<file path="config.mk">
export PLATFORM = sky130hd
export DESIGN_NAME = int_ctrl
export DESIGN_NICKNAME = d
export VERILOG_FILES = /design/src/rtl/int_ctrl_pkg.sv /design/src/rtl/int_prio_enc.sv /design/src/rtl/int_ctrl.sv
export SDC_FILE = /design/constraint.sdc
export NUM_CORES = 1
export LEC_CHECK = 0
export BUFFER_PORTS_ARGS = -buffer_cell sky130_fd_sc_hd__clkbuf_2
export CAP_MARGIN = 30
export CORE_ASPECT_RATIO = 0.5
export CORE_UTILIZATION = 50
export CTS_CLUSTER_DIAMETER = 80
export DETAILED_ROUTE_END_ITERATION = 6
export PLACE_DENSITY = 0.76
export SETUP_SLACK_MARGIN = 0.5
export SLEW_MARGIN = 20
export SYNTH_ARGS = -nofsm -noshare
export SYNTH_HDL_FRONTEND = slang
export SYNTH_SLANG_ARGS = --single-unit
</file>
<file path="constraint.sdc">
create_clock -name CLK -period 2.35 [get_ports CLK]
set_input_delay 0.235 -clock CLK [delete_from_list [all_inputs] [get_ports CLK]]
set_output_delay 0.235 -clock CLK [all_outputs]
set_load 0.01 [all_outputs]
</file>
<file path="src/rtl/int_ctrl_pkg.sv">
// int_ctrl_pkg: shared constants and types for the interrupt controller.
//   Register map (ADDR), FSM state encoding, and the CTRL bit holding GIE.
package int_ctrl_pkg;

  localparam logic [1:0] A_MASK  = 2'd0;
  localparam logic [1:0] A_PEND  = 2'd1;
  localparam logic [1:0] A_VBASE = 2'd2;
  localparam logic [1:0] A_CTRL  = 2'd3;

  localparam int GIE_BIT = 0;

  typedef enum logic [1:0] {
    S_IDLE,
    S_HOLD,
    S_CALL,
    S_SERVICE
  } state_e;

endpackage

</file>
<file path="src/rtl/int_prio_enc.sv">
// int_prio_enc: combinational priority encoder, lowest set index wins.
//   req_i   : request vector
//   valid_o : any request set
//   id_o    : index of the lowest set request (0 when none)
module int_prio_enc #(
  parameter int NIRQ = 8
) (
  input  logic [NIRQ-1:0] req_i,
  output logic            valid_o,
  output logic [3:0]      id_o
);

  // Scan from the top down so the lowest set index is the last one written.
  always_comb begin
    valid_o = 1'b0;
    id_o    = 4'd0;
    for (int i = NIRQ - 1; i >= 0; i--) begin
      if (req_i[i]) begin
        valid_o = 1'b1;
        id_o    = 4'(i);
      end
    end
  end

endmodule

</file>
<file path="src/rtl/int_ctrl.sv">
// int_ctrl: interrupt controller for the microcoded control unit.
//   Latches rising edges of IRQ into PEND, masks them, picks the lowest
//   enabled id, holds fetch (interrupt) for DRAIN cycles, pulses CallInt
//   once, then tracks call_in/ret_in nesting to find the end of the ISR.
//   Ports:
//     CLK, nRST          clock, async active-low reset
//     IRQ                peripheral request lines (rising-edge sensitive)
//     WE, ADDR, DIN      register write port; DOUT combinational read
//     call_in, ret_in    control unit call/ret indications
//     interrupt, CallInt fetch hold and forced-call pulse
//     VECTOR, ACTIVE_ID  ISR address and id in service
//   Build option: INT_CTRL_NESTING_EN enables preemption by a lower id
//   during SERVICE using a 4-entry {id, depth} stack.
module int_ctrl
  import int_ctrl_pkg::*;
#(
  parameter int NIRQ   = 8,
  parameter int DW     = 16,
  parameter int DRAIN  = 1,
  parameter int VSHIFT = 2,
  parameter int DEPTHW = 4
) (
  input  logic            CLK,
  input  logic            nRST,
  input  logic [NIRQ-1:0] IRQ,
  input  logic            WE,
  input  logic [1:0]      ADDR,
  input  logic [DW-1:0]   DIN,
  output logic [DW-1:0]   DOUT,
  input  logic            call_in,
  input  logic            ret_in,
  output logic            interrupt,
  output logic            CallInt,
  output logic [DW-1:0]   VECTOR,
  output logic [3:0]      ACTIVE_ID
);

  localparam int CW = $clog2(DRAIN + 2);

  logic [NIRQ-1:0]   irq_q, pend_q, mask_q;
  logic [NIRQ-1:0]   rise, w1c, take_mask, elig;
  logic [DW-1:0]     vbase_q, vec_q, vec_d, vec_new;
  logic              gie_q;
  state_e            state_q, state_d;
  logic [CW-1:0]     cnt_q, cnt_d;
  logic [3:0]        id_q, id_d;
  logic [DEPTHW-1:0] depth_q, depth_d;
  logic              take, isr_end;
  logic              enc_vld;
  logic [3:0]        enc_id;

  assign rise      = IRQ & ~irq_q;
  assign w1c       = (WE && ADDR == A_PEND) ? DIN[NIRQ-1:0] : '0;
  assign take_mask = take ? (NIRQ'(1) << enc_id) : '0;
  assign elig      = pend_q & mask_q & {NIRQ{gie_q}};
  assign vec_new   = vbase_q + (DW'(enc_id) << VSHIFT);
  assign isr_end   = ret_in && !call_in && depth_q == '0;

  int_prio_enc #(.NIRQ(NIRQ)) u_enc (
    .req_i   (elig),
    .valid_o (enc_vld),
    .id_o    (enc_id)
  );

`ifdef INT_CTRL_NESTING_EN
  logic [3:0]        stk_id_q  [4];
  logic [DEPTHW-1:0] stk_dep_q [4];
  logic [2:0]        sp_q;
  logic              push, pop;
  logic [1:0]        top;

  assign top = sp_q[1:0] - 2'd1;

  always_ff @(posedge CLK or negedge nRST) begin
    if (!nRST) begin
      sp_q <= '0;
      for (int i = 0; i < 4; i++) begin
        stk_id_q[i]  <= '0;
        stk_dep_q[i] <= '0;
      end
    end else if (push) begin
      stk_id_q[sp_q[1:0]]  <= id_q;
      stk_dep_q[sp_q[1:0]] <= depth_d;
      sp_q <= sp_q + 3'd1;
    end else if (pop) begin
      sp_q <= sp_q - 3'd1;
    end
  end
`endif

  always_comb begin
    state_d = state_q;
    cnt_d   = cnt_q;
    id_d    = id_q;
    depth_d = depth_q;
    vec_d   = vec_q;
    take    = 1'b0;
`ifdef INT_CTRL_NESTING_EN
    push    = 1'b0;
    pop     = 1'b0;
`endif
    case (state_q)
      S_IDLE: begin
        if (enc_vld) begin
          take    = 1'b1;
          id_d    = enc_id;
          vec_d   = vec_new;
          cnt_d   = CW'(DRAIN);
          state_d = (DRAIN == 0) ? S_CALL : S_HOLD;
        end
      end
      S_HOLD: begin
        // Counter loaded with DRAIN on entry, so HOLD lasts DRAIN cycles.
        if (cnt_q <= CW'(1)) state_d = S_CALL;
        else                 cnt_d   = cnt_q - 1'b1;
      end
      S_CALL: begin
        depth_d = '0;
        state_d = S_SERVICE;
      end
      S_SERVICE: begin
        if (isr_end) begin
`ifdef INT_CTRL_NESTING_EN
          if (sp_q != 3'd0) begin
            pop     = 1'b1;
            id_d    = stk_id_q[top];
            depth_d = stk_dep_q[top];
            vec_d   = vbase_q + (DW'(stk_id_q[top]) << VSHIFT);
          end else begin
            state_d = S_IDLE;
          end
`else
          state_d = S_IDLE;
`endif
        end else if (ret_in && !call_in) begin
          depth_d = depth_q - 1'b1;
        end else if (call_in && !ret_in) begin
          if (depth_q != '1) depth_d = depth_q + 1'b1;
        end
`ifdef INT_CTRL_NESTING_EN
        // Preemption saves the depth including this cycle's call/ret.
        if (!isr_end && enc_vld && enc_id < id_q && sp_q != 3'd4) begin
          push    = 1'b1;
          take    = 1'b1;
          id_d    = enc_id;
          vec_d   = vec_new;
          cnt_d   = CW'(DRAIN);
          state_d = (DRAIN == 0) ? S_CALL : S_HOLD;
        end
`endif
      end
      default: state_d = S_IDLE;
    endcase
  end

  always_ff @(posedge CLK or negedge nRST) begin
    if (!nRST) begin
      // All-ones so a line already high at reset release is not an edge.
      irq_q   <= '1;
      pend_q  <= '0;
      mask_q  <= '0;
      vbase_q <= '0;
      gie_q   <= 1'b0;
      state_q <= S_IDLE;
      cnt_q   <= '0;
      id_q    <= '0;
      depth_q <= '0;
      vec_q   <= '0;
    end else begin
      irq_q   <= IRQ;
      // A new edge wins over a same-cycle W1C or service take.
      pend_q  <= (pend_q & ~w1c & ~take_mask) | rise;
      if (WE) begin
        case (ADDR)
          A_MASK:  mask_q  <= DIN[NIRQ-1:0];
          A_VBASE: vbase_q <= DIN;
          A_CTRL:  gie_q   <= DIN[GIE_BIT];
          default: ;
        endcase
      end
      state_q <= state_d;
      cnt_q   <= cnt_d;
      id_q    <= id_d;
      depth_q <= depth_d;
      vec_q   <= vec_d;
    end
  end

  always_comb begin
    DOUT = '0;
    case (ADDR)
      A_MASK:  DOUT = DW'(mask_q);
      A_PEND:  DOUT = DW'(pend_q);
      A_VBASE: DOUT = vbase_q;
      default: DOUT = DW'(gie_q);
    endcase
  end

  assign interrupt = (state_q == S_HOLD) || (state_q == S_CALL);
  assign CallInt   = (state_q == S_CALL);
  assign VECTOR    = vec_q;
  assign ACTIVE_ID = (state_q == S_IDLE) ? 4'd0 : id_q;

endmodule

</file>
==> flow_metrics.tcl, run 1 <==
set metrics [dict create \
    outcome "finished clean" \
    synth_top_area_share_pct 42.8 \
    fmax_ghz 0.433 \
    leakage_nw 2.20 \
    gp_congestion 0.892 \
    grt_max_degree 69 \
    path_delay_family "compound AO/OA/AOI/OAI gates" \
    fin_setup_tns_ns 0 \
    r2r_start "pend_q[4]$_DFF_PN0_" \
    path_class "reg2reg" \
    pin_count 69 \
    dp.cells 499 \
    worstPathCellList "a22o_4, nor2b_4, o211ai_1, buf_4, fa_2, nand2b_4, a21oi_4, nand2_1, xor2_1, o21ai_1" \
    insertedDiodeCount 0 \
    h-tree-depth 3 \
    gr-total-overflow 0 \
    synthDistinctLibCells 44 \
    grt_pass1_wl_mm 14.0 \
    final-setup-viol-count 0 \
    wire_per_inst_um 17.2 \
    dp_hpwl_mm 5.91 \
    grt_pass1_vias 2922 \
    rsz0062_at_grt "true" \
    syn_inst 344 \
    synth_top_area_cell "dfrtp_1" \
    drc_errors 0 \
    drt_iter0_markers 164 \
    ys.warnings.count 0 \
    cts-root-buf "clkbuf_16" \
    slowest_delay_ns 0.42 \
    numPortBuffers 67 \
    instances_no_fill 543 \
    path_buf_inv 1 \
    ir_drop_mv 0.508 \
    slowest_stage "dfrtp_1" \
    worst_pin_slew_ns 0.867 \
    synthArstFlopShare_pct 100 \
    clkTransAtPathRegs_ns 0.05 \
    synth.most_common_cell "dfrtp_1" \
    hold_class "in2async" \
    clock-sinks 68 \
    clk_path_buf_depth 2 \
    final_max_slew_viol_count 0 \
    row_count 21 \
    first_pass_iters 4 \
    cp.arrival_ns 2.53 \
    synth-edff-count 0 \
    avgSynthCellArea_sq_um 10.2 \
    whs_ns 0.0836 \
    syn-num-nets 387 \
    drv_cap 0 \
    final.setup.worst_slack_ns 0.0403 \
    vias 3025 \
    startpoint_type "flop" \
    synthTopCellsByCount "dfrtp_1, nand2_1, o21ai_0" \
    fp.dieW_um 120 \
    nNetsFinal 489 \
    yosysSeqAreaShare_pct 48.8 \
    finalClockSkew_ns 0.00483 \
    p_per_area_nw_per_um2 1050 \
    max_slew_margin_pct 42.2 \
    synthFlopType "dfrtp_1" \
    fin_crit_ns 2.31 \
    finalWirelength_mm 9.32 \
    cts_tree "done" \
    critical_path_required_ns 2.57 \
    initial_utilization_pct 52.2 \
    reg2reg_slack_ns 0.04 \
    area_growth_pct 35.5 \
    fill_cells 466 \
    die_area_sq_um 7380 \
    period_share_pct 98.3 \
    synth_seq_cells 68 \
    netlist_area_sq_um 3510 \
    hold_viol 0 \
    pre_cts_slack_ns -0.0170 \
    clock_latency_ns 0.33 \
    cts_made_buffers 9 \
    dieHeight_um 61.2 \
    antenna_found_initial 0 \
    ant_nets 0 \
    drt-vias-per-instance 5.57 \
    critPathLaunch "pend_q[4]$_DFF_PN0_" \
    cp-end-kind "flop" \
    crit_fanout 3 \
    grt_usage_pct 26.0 \
    synth.area.top_cells "dfrtp_1, mux2_2, nand2_1" \
    core-area_sq_um 6730 \
    drive_gt1_share_pct 40.8 \
]
==> placed cells by master (no fill, tap or decap), types with 10 or more instances in the layout <==
cell,synthesis,final
nand2_1,59,55
dfrtp_1,60,59
o21ai_1,0,12
and2_1,12,10
clkbuf_2,0,67
mux2i_1,10,10
inv_1,21,19
mux2_2,25,25
o21ai_0,33,20
buf_4,1,22
==> worst paths after layout <==
path | to | cells after the start
min in group CLK | vbase_q[8]$_DFFE_PN0P_ | 2
hold / removal | VECTOR[9]$_DFFE_PN0P_ | 2
hold reg to reg | VECTOR[0]$_DFFE_PN0P_ | 2
setup reg to reg | VECTOR[14]$_DFFE_PN0P_ | 10
setup / recovery | VECTOR[14]$_DFFE_PN0P_ | 10
max in group asynchronous | mask_q[0]$_DFFE_PN0P_ | 2
==> area by class of cell <==
cell class	count	area, sq um	share of cell area [%]
clock buffer	15	278	5.84
clock inverter	1	5.00	0.105
sequential	68	1710	36.0
timing repair buffer	102	641	13.5
inverter	21	81.3	1.71
tap	92	115	2.42
multi-input combinational	244	1920	40.4
==> through the flow <==
| stage | instance area (sq um) | power (W) | utilization (%) |
|---|---|---|---|
| 2_1_floorplan | 3580 | 0.00274 | - |
| 3_5_place_dp | 4040 | 0.00330 | 60.1 |
| 4_1_cts | 4640 | 0.00479 | 69.0 |
| 3_3_place_gp | 4040 | 0.00320 | 60.1 |
| 6_report | 4750 | 0.00497 | 70.7 |
| 5_1_grt | 4750 | 0.00523 | 70.7 |
==> routing by layer <==
metal | track usage (%) | part of all wire [%] | up-vias
li1 | - | - | 1397
met1 | 30.7 | 41 | 1491
met2 | 45.6 | 50 | 107
met3 | 8.15 | 6.4 | 30
met4 | 11.8 | 3.5 | 0
met5 | 0 | 0 | -
==> registers in the layout, indices dropped and copies added, names as in the netlist <==
register  count
VECTOR       16
vbase_q      16
irq_q         8
mask_q        8
pend_q        8
depth_q       4
id_q          3
cnt_q         2
state_q       2
gie_q         1
==> logic make-up (layout without fill, tap and decap cells) <==
kind of cell    Yosys count  count (layout)  share of synthesized area [%]
simple gates            114             117                           15.8
flops                    68              68                           48.8
compound gates           62              62                           10.9
mux                      37              37                           11.9
buf+inv                  35             139                           3.96
xor+xnor                 15              15                           3.74
fa+ha+maj                12              12                           4.71
other cells               1               1                          0.107
==> timing repair <==
action                                  CTS  global route
setup buffers                            15             2
endpoints found under the setup margin   22            33
pin swaps                                18            15
resized for setup                        18            25
hold buffers                              8             0
endpoints found under the hold margin     8             0
gates cloned                              2             1
==> worst reg2reg max path, delay by kind of cell (launching register included) <==
family,cells,cell delay [ns]
buf+inv,1,0.18
fa+ha+maj,1,0.38
simple gates,3,0.41
xor+xnor,1,0.15
compound gates,4,0.66
flops,1,0.42
==> power by group <==
part | total [W] | switching [W] | internal (W)
Sequential | 0.00178 | 0.000292 | 0.00149
Combinational | 0.00193 | 0.00102 | 0.000901
Clock | 0.00127 | 0.000469 | 0.000799
Total | 0.00497 | 0.00179 | 0.00319
No activity file was read; power rests on OpenSTA's default activity.
==> run 2, diff against run 1 <==
--- a/config.mk
+++ b/config.mk
@@ -9,8 +9,8 @@
 export CAP_MARGIN = 30
 export CORE_ASPECT_RATIO = 0.5
 export CORE_UTILIZATION = 50
-export CTS_CLUSTER_DIAMETER = 80
 export DETAILED_ROUTE_END_ITERATION = 6
+export HOLD_SLACK_MARGIN = 0.03
 export PLACE_DENSITY = 0.76
 export SETUP_SLACK_MARGIN = 0.5
 export SLEW_MARGIN = 20
==> constraint.sdc (replaced) <==
create_clock -name CLK -period 2.35 [get_ports CLK]
set_input_delay 0.5875 -clock CLK [delete_from_list [all_inputs] [get_ports CLK]]
set_output_delay 0.5875 -clock CLK [all_outputs]
set_load 0.01 [all_outputs]
==> flow_metrics.tcl, run 2 (synthesis results as in run 1) <==
set metrics [dict create \
    outcome "finished with violations" \
    violations "negative setup slack" \
    endpoint "VECTOR[14]$_DFFE_PN0P_" \
    ant_nets 0 \
    drt-vias-per-instance 6.11 \
    cts_hold_buf 0 \
    crit_cells 12 \
    fin_setup_tns_ns -0.204 \
    final_common_cell "dfrtp_1" \
    path_class "reg2reg" \
    startpoint_type "flop" \
    hold_class "in2async" \
    crit_fanout 4 \
    numPortBuffers 67 \
    slowest_delay_ns 0.44 \
    die_area_sq_um 7380 \
    instances_no_fill 567 \
    cp.arrival_ns 2.65 \
    p_per_area_nw_per_um2 1070 \
    most-common-layout-cells "dfrtp_1, nand2_1, clkbuf_2" \
    fin_crit_ns 2.44 \
    rr_worst_depth 12 \
    combinationalPowerShare_pct 43.0 \
    p_int_w 0.00349 \
    final_max_slew_viol_count 0 \
    finalPower_w 0.00554 \
    drive_gt1_share_pct 49.7 \
    grt_pass1_vias 3090 \
    drc_errors 0 \
    dieHeight_um 61.2 \
    core-area_sq_um 6730 \
    clock-sinks 68 \
    finalWirelength_mm 12.2 \
    cts_tree "done" \
    fill_cells 379 \
    gp_congestion 0.896 \
    dp_hpwl_mm 5.95 \
    insertedDiodeCount 0 \
    fmax_ghz 0.409 \
    path_delay_family "compound AO/OA/AOI/OAI gates" \
    clock_latency_ns 0.33 \
    post-route-util_pct 77.1 \
    cp-end-kind "flop" \
    whs_ns 0.169 \
    vias 3462 \
    slowest_stage "dfrtp_1" \
    critPathLaunch "pend_q[6]$_DFF_PN0_" \
    finalClockSkew_ns 0.00781 \
    clk_path_buf_depth 2 \
    drt_iter0_markers 296 \
    path_buf_inv 2 \
    ir_drop_mv 0.546 \
    initial_utilization_pct 52.2 \
    rsz0062_at_grt "true" \
    wire_per_inst_um 21.6 \
    r2r_end "VECTOR[14]$_DFFE_PN0P_" \
    leakage_nw 2.40 \
    p_sw_share_pct 36.9 \
    antenna_found_initial 0 \
    worstPathCellList "nand2_1, nand4_1, a31o_2, inv_4, ha_4, inv_2, fa_2, nand2b_4, a21oi_4, nand2_1, xor2_1, o21ai_1" \
    r2r_start "pend_q[6]$_DFF_PN0_" \
    clkTransAtPathRegs_ns 0.06 \
    final-setup-viol-count 5 \
    gr-total-overflow 0 \
    hold_viol 0 \
    grt_max_degree 29 \
    period_share_pct 104 \
    multi_input_comb_area_sq_um 2030 \
    row_count 21 \
    grt_usage_pct 27.6 \
    cts-root-buf "clkbuf_16" \
    cpMostUsedCell "nand2_1" \
    critical_path_required_ns 2.56 \
    grt_pass1_wl_mm 15.1 \
    clkPwrFrac_pct 24.4 \
    drv_cap 0 \
    h-tree-depth 3 \
    reg2reg_slack_ns -0.09 \
    dp.cells 503 \
    regArea_sq_um 1710 \
    cts_made_buffers 9 \
    p_switching_w 0.00204 \
    fp.dieW_um 120 \
    pin_count 69 \
    area_growth_pct 47.9 \
    seq_power_share_pct 32.6 \
    final.setup.worst_slack_ns -0.0922 \
    first_pass_iters 5 \
    nNetsFinal 513 \
]
run 2: per-stage QoR:
stage / area [sq um] / setup WS [ns]
finish: 5190 / -0.0922
global route: 5190 / -0.159
CTS: 4820 / 0.117
detailed placement: 4100 / 0.00398
global placement: 4100 / 0.0430
floorplan: 3600 / 0.235
run 2: power by group through the flow:
stage                     sequential, W  combinational, W  clock [W]
after global placement          0.00175           0.00147          0
after floorplan                 0.00175          0.000995          0
after global routing            0.00183           0.00251    0.00140
after CTS                       0.00175           0.00190    0.00135
final                           0.00180           0.00238    0.00135
after detailed placement        0.00177           0.00153          0
run 2: how the worst min path moves through the flow:
stage	startpoint	slack [ns]	endpoint	cells after the start
after floorplan	nRST	0.29	VECTOR[0]$_DFFE_PN0P_	0
after CTS	nRST	0.16	vbase_q[11]$_DFFE_PN0P_	1
after global placement	VECTOR[1]$_DFFE_PN0P_	0.46	VECTOR[1]$_DFFE_PN0P_	2
after global routing	nRST	0.18	vbase_q[11]$_DFFE_PN0P_	1
after detailed placement	id_q[0]$_DFFE_PN0P_	0.47	id_q[0]$_DFFE_PN0P_	2
final	nRST	0.17	vbase_q[11]$_DFFE_PN0P_	1
run 2: cell type report:
class                   instances  area share (%)
repair buffers                125            18.3
inverters                      21            1.57
multi-input cells             245            39.1
well taps                      92            2.22
clock buffers                  15            5.16
flip-flops and latches         68            33.0
clock inverters                 1           0.579
run 2: worst reg2reg max path, delay by kind of cell (launching register included):
kind	cells	cell delay [ns]
flip-flops	1	0.44
XOR/XNOR	1	0.18
buffers and inverters	2	0.12
AO/OA/AOI/OAI	3	0.56
adder cells (fa/ha/maj)	2	0.48
AND/OR/NAND/NOR	4	0.55
run 2: routing by layer:
layer,up-vias,routed length (um),global-route usage [%]
met5,-,0,0
met4,0,672,15.5
met2,250,5890,46.5
met1,1687,4650,33.1
li1,1447,-,-
met3,78,1030,8.43
run 2: repair_timing:
item | 4_1_cts | 5_1_grt
gates resized for setup | 43 | 82
setup buffers | 30 | 13
pin swaps | 18 | 26
endpoints found under the setup margin | 44 | 48
cloned | 4 | 1
endpoints found under the hold margin | 0 | 0
